`src/rtl/multicycle_control.sv`:
```
// Moore control FSM for the multicycle RV32I datapath.
// Ports: clk, reset (async, active-high); opcode, funct3, zero, mem_ready in;
//   mem_req, mem_write, adr_src, ir_write, pc_write, reg_write,
//   alu_src_a, alu_src_b, alu_op, result_src, illegal, retired out.
module multicycle_control #(
  parameter int CNT_W   = 32,
  parameter bit TRAP_EN = 1'b1
) (
  input  logic             clk,
  input  logic             reset,
  input  logic [6:0]       opcode,
  input  logic [2:0]       funct3,
  input  logic             zero,
  input  logic             mem_ready,
  output logic             mem_req,
  output logic             mem_write,
  output logic             adr_src,
  output logic             ir_write,
  output logic             pc_write,
  output logic             reg_write,
  output logic [1:0]       alu_src_a,
  output logic [1:0]       alu_src_b,
  output logic [1:0]       alu_op,
  output logic [1:0]       result_src,
  output logic             illegal,
  output logic [CNT_W-1:0] retired
);

  typedef enum logic [3:0] {
    S_FETCH, S_DECODE, S_MEM_ADR, S_MEM_RD,
    S_MEM_WB, S_MEM_WR, S_EXEC_R, S_EXEC_I,
    S_ALU_WB, S_JAL, S_BRANCH, S_TRAP
  } state_t;

  typedef struct packed {
    logic       mem_req;
    logic       mem_write;
    logic       adr_src;
    logic       reg_write;
    logic       pc_jal;
    logic       fetch;
    logic       branch;
    logic       illegal;
    logic [1:0] a;
    logic [1:0] b;
    logic [1:0] op;
    logic [1:0] rs;
  } ctl_t;

  state_t           r_state;
  state_t           w_next;
  ctl_t             r_ctl;
  logic [CNT_W-1:0] r_retired;
  logic             w_fetch_done;
  logic             w_taken;
  logic             w_unused_f3;

  // Moore decode of a state; applied to the next state so the
  // control word is registered and valid for the whole state.
  function automatic ctl_t decode(state_t s);
    ctl_t c;
    c = '0;
    unique case (s)
      S_FETCH: begin
        c.mem_req = 1'b1;
        c.fetch   = 1'b1;
        c.b       = 2'b10;
        c.rs      = 2'b10;
      end
      S_DECODE: begin
        c.a = 2'b01;
        c.b = 2'b01;
      end
      S_MEM_ADR: begin
        c.a = 2'b10;
        c.b = 2'b01;
      end
      S_MEM_RD: begin
        c.mem_req = 1'b1;
        c.adr_src = 1'b1;
      end
      S_MEM_WB: begin
        c.reg_write = 1'b1;
        c.rs        = 2'b01;
      end
      S_MEM_WR: begin
        c.mem_req   = 1'b1;
        c.mem_write = 1'b1;
        c.adr_src   = 1'b1;
      end
      S_EXEC_R: begin
        c.a  = 2'b10;
        c.op = 2'b10;
      end
      S_EXEC_I: begin
        c.a  = 2'b10;
        c.b  = 2'b01;
        c.op = 2'b10;
      end
      S_ALU_WB: c.reg_write = 1'b1;
      S_JAL: begin
        c.pc_jal = 1'b1;
        c.a      = 2'b01;
        c.b      = 2'b10;
      end
      S_BRANCH: begin
        c.branch = 1'b1;
        c.a      = 2'b10;
        c.op     = 2'b01;
      end
      S_TRAP: c.illegal = 1'b1;
      default: c = '0;
    endcase
    return c;
  endfunction

  always_comb begin
    w_next = r_state;
    unique case (r_state)
      S_FETCH:  if (mem_ready) w_next = S_DECODE;
      S_DECODE: begin
        unique case (opcode)
          7'b0000011,
          7'b0100011: w_next = S_MEM_ADR;
          7'b0110011: w_next = S_EXEC_R;
          7'b0010011: w_next = S_EXEC_I;
          7'b1101111: w_next = S_JAL;
          7'b1100011: w_next = S_BRANCH;
          default:    w_next = TRAP_EN ? S_TRAP : S_FETCH;
        endcase
      end
      // IR is stable here: opcode[5] splits sw from lw
      S_MEM_ADR: w_next = opcode[5] ? S_MEM_WR : S_MEM_RD;
      S_MEM_RD:  if (mem_ready) w_next = S_MEM_WB;
      S_MEM_WB:  w_next = S_FETCH;
      S_MEM_WR:  if (mem_ready) w_next = S_FETCH;
      S_EXEC_R:  w_next = S_ALU_WB;
      S_EXEC_I:  w_next = S_ALU_WB;
      S_ALU_WB:  w_next = S_FETCH;
      S_JAL:     w_next = S_ALU_WB;
      S_BRANCH:  w_next = S_FETCH;
      S_TRAP:    w_next = S_TRAP;
      default:   w_next = S_FETCH;
    endcase
  end

  always_ff @(posedge clk or posedge reset) begin
    if (reset) begin
      r_state   <= S_FETCH;
      r_ctl     <= decode(S_FETCH);
      r_retired <= '0;
    end else begin
      r_state <= w_next;
      r_ctl   <= decode(w_next);
      // only a completed instruction re-enters FETCH
      if (r_state != S_FETCH && w_next == S_FETCH)
        r_retired <= r_retired + CNT_W'(1);
    end
  end

  assign w_fetch_done = r_ctl.fetch & mem_ready;
  assign w_taken      = r_ctl.branch & (zero ^ funct3[0]);
  assign w_unused_f3  = ^funct3[2:1];

  // strobes are forced low while reset is held
  assign mem_req    = r_ctl.mem_req & ~reset;
  assign mem_write  = r_ctl.mem_write & ~reset;
  assign ir_write   = w_fetch_done & ~reset;
  assign pc_write   = (w_fetch_done | r_ctl.pc_jal | w_taken) & ~reset;
  assign reg_write  = r_ctl.reg_write & ~reset;
  assign adr_src    = r_ctl.adr_src;
  assign alu_src_a  = r_ctl.a;
  assign alu_src_b  = r_ctl.b;
  assign alu_op     = r_ctl.op;
  assign result_src = r_ctl.rs;
  assign illegal    = r_ctl.illegal;
  assign retired    = r_retired;

endmodule
```
`config.mk`:
```
export PLATFORM = sky130hd
export DESIGN_NAME = multicycle_control
export DESIGN_NICKNAME = d
export VERILOG_FILES = /design/src/rtl/multicycle_control.sv
export SDC_FILE = /design/constraint.sdc
export NUM_CORES = 1
export LEC_CHECK = 0
export CORE_MARGIN = 8
export CORE_UTILIZATION = 30
export CTS_CLUSTER_SIZE = 30
export DETAILED_ROUTE_END_ITERATION = 12
export PLACE_DENSITY = 0.57
export SLEW_MARGIN = 20
export SYNTH_ARGS = -nofsm -noshare
export SYNTH_HDL_FRONTEND = slang
export SYNTH_SLANG_ARGS = --single-unit
```
`constraint.sdc`:
```
create_clock -name clk -period 3.2 [get_ports clk]
set_input_delay 0.8 -clock clk [delete_from_list [all_inputs] [get_ports clk]]
set_output_delay 0.8 -clock clk [all_outputs]
set_load 0.02 [all_outputs]
```
==> flow_summary_export.csv <==
group,metric,value,unit
detailed_routing,vias_per_cell,4.654,
global_routing,grt-ovfl-total,0,
floorplan,pin_count,61,
worst_setup_path,start_kind,"primary input",
logic_synthesis,synth_area_leader_cell,"dfrtp_1",
finish,drive_above_1_share,7.885,%
placed_design,hpwl,3.812,mm
logic_synthesis,synth_area,2377,um2
clock_network,clock-sinks,51,
clock_network,clk_pin_slew_worst_paths,0.09,ns
logic_synthesis,synth-simple-area-share,21.37,%
detailed_routing,dr.pass1.iters,4,
clock_network,cts_resized,0,
sta,post-route-period-util,95.09,%
power_and_ir_drop,finalPower,2074,uW
logic_synthesis,ys_seq_area_share,53.84,%
clock_network,cts_buffers,5,
sta,relSlewSlack,56.71,%
clock_network,cts_tree,"yes",
worst_setup_path,cpPeakStageDelay,0.54,ns
detailed_routing,dr_total_vias,1773,
logic_synthesis,synthesis.nets,236,
detailed_routing,wl_per_cell,13.91,um
clock_network,clk_path_buf_depth,2,
placed_design,placed_area,3030,um2
detailed_routing,routed_wl,5.299,mm
clock_network,htreeDepth,2,
worst_setup_path,reg2reg_slack,1.35,ns
logic_synthesis,synth_area_per_cell,10.76,um2
worst_setup_path,required,2.40,ns
finish,fin_util,40.77,%
worst_setup_path,critPathArrivalTime,2.24,ns
placed_design,portBuffers,58,
run_status,status,"finished clean",
floorplan,design.die.area,11030,um2
finish,final_cell_mix,"clkdlybuf4s50_1 (58), dfrtp_1 (48), xnor2_1 (23)",
placed_design,dp.cells,373,
logic_synthesis,ys_types,40,
logic_synthesis,synth_compound_area_share,7.158,%
clock_network,postCtsSetupRepairBufs,0,
clock_network,root_buffer,"clkbuf_8",
logic_synthesis,synthCells,221,
worst_setup_path,cp_max_fo,1,
sta,finalHoldViolCount,0,
logic_synthesis,synth-seq-cells,51,
logic_synthesis,yosysWarnings,0,
global_routing,grt_pass1_vias,1852,
sta,report.final.slew_viol_count,0,
detailed_routing,ant_nets,0,
global_routing,grt_start_max_net_pins,52,
clock_network,cts_hold_buf,0,
logic_synthesis,synth_top_family_by_area,"simple AND/OR/NAND/NOR gates",
detailed_routing,drtIter0Drc,83,
worst_setup_path,cp-end-kind,"output pin",
finish,final_cells,381,
worst_setup_path,path_class,"in -> out",
floorplan,fp.dieH,105.0,um
flow_run,drv_cap,0,
clock_network,clock_latency,0.30,ns
finish,syn_to_final_growth,31.84,%
finish,final_area,3134,um2
sta,skew,0.008644,ns
finish,n_antenna_cell,0,
power_and_ir_drop,peakVddDrop,429.4,uV
worst_setup_path,cp_common_cell,"clkdlybuf4s50_1",
global_routing,grtUsageTotal,9.702,%
sta,fin_tns_setup,0,ns
floorplan,die_w,105.0,um
sta,fmax,328.6,MHz
detailed_routing,drcViolationCount,0,
logic_synthesis,synth_top_area_share,50.53,%
placed_design,globalplace.congestion,0.8104,
finish,layout.cells.most_common,"clkdlybuf4s50_1",
power_and_ir_drop,leakagePower,0.001370,uW
sta,setup_viol,0,
logic_synthesis,synthXorXnorAreaFrac,11.79,%
finish,final_nets,293,
power_and_ir_drop,power.density,661.7,nW/um2
logic_synthesis,synth_fa_ha_area_share,0.5263,%
floorplan,core,7687,um2
sta,period_needed,3.043,ns
floorplan,rows,32,
worst_setup_path,crit_slowest_cell,"clkdlybuf4s50_1",
worst_setup_path,cp_cell_sequence,"clkdlybuf4s50_1 > xor2_1 > a221oi_1 > nor2_1 > clkdlybuf4s50_1",
logic_synthesis,synthMuxAreaShare,0.4737,%
min_path,hold_path_class,"reg -> reg",
sta,tightest_slew,0.6493,ns
logic_synthesis,ys_top_cells_by_area,"dfrtp_1 (51%), xnor2_1 (8.5%), nand2_1 (3.5%)",
floorplan,initial_core_util,30.92,%
global_routing,grt_pass1_wl,9.004,mm
sta,rsz0062_at_grt,"no",
global_routing,antenna_found_initial,0,
## layout make-up
cell class	instances	area, um2
Clock inverter	1	7.507
Sequential cell	51	1280
Fill cell	764	4553
Clock buffer	7	96.34
Timing Repair Buffer	62	610.6
Multi-Input combinational cell	150	982.2
Tap cell	102	127.6
Inverter	8	30.03
## power by group
group / total, uW / internal, uW / switching [uW]
clock: 408 / 197 / 211
sequential: 894 / 772 / 121
combinational: 772 / 350 / 422
## sequential cells by signal, summed over array words and instances (netlist names)
name and count:
alu_src_a 2, r_ctl 5, r_state 4, retired 32, adr_src 1, result_src 2
alu_src_b 2, alu_op 2, illegal 1
## per-stage QoR
stage | setup WS, ns | hold WS, ns
floorplan | 0.1207 | 0.5823
CTS | 0.1406 | 0.4808
finish | 0.1572 | 0.4712
global placement | 0.1440 | 0.4612
detailed placement | 0.1428 | 0.4680
global route | 0.1083 | 0.5172
## synthesized netlist by cell type, drive strengths merged
cell,number
a21boi,1
o22ai,2
dfrtp,48
nor3b,1
a221oi,2
mux2,1
nor3,5
o31ai,1
a21oi,3
o21bai,1
nand3,14
nor2b,5
xor2,9
o21ai,6
a22oi,1
nand2b,3
nand3b,2
and2,2
o21a,1
inv,8
nand4b,2
nand4,8
dfstp,3
and4,5
a21o,3
ha,1
nand4bb,1
nor2,14
o2bb2ai,1
buf,12
nand2,22
xnor2,23
and3,9
and3b,1
## final timing paths
path	from	end	depth (start not counted)
max	funct3[0]	pc_write	5
min	retired[31]$_DFFE_PP0P_	retired[31]$_DFFE_PP0P_	1
max reg2reg	r_state[1]$_DFF_PP0_	retired[31]$_DFFE_PP0P_	5
min reg2reg	retired[31]$_DFFE_PP0P_	retired[31]$_DFFE_PP0P_	1
max in group asynchronous	reset	r_ctl[11]$_DFF_PP0_	3
min in group asynchronous	reset	r_ctl[9]$_DFF_PP0_	3
## layer usage
metal / track usage [%] / up-vias / share of wire [%]
met1: 12.44 / 859 / 48
li1: - / 867 / -
met4: 3.670 / 0 / 1.4
met2: 14.93 / 42 / 45
met3: 3.010 / 5 / 5.5
met5: 0 / - / 0
## critical path, delay by kind of cell
family / cells / cell delay [ns]
buffers and inverters: 2 / 0.95
AOI/OAI and AO/OA: 1 / 0.26
xor gates and xnor gates: 1 / 0.17
and+or+nand+nor: 1 / 0.06
## cell families (layout without fill, tap and decap cells)
family | Yosys count | in the layout
compound gates | 22 | 22
fa+ha+maj | 1 | 1
mux | 1 | 1
flops | 51 | 51
buf+inv | 20 | 78
simple gates | 94 | 94
xor+xnor | 32 | 32
Power figures use the tool's default switching activity.
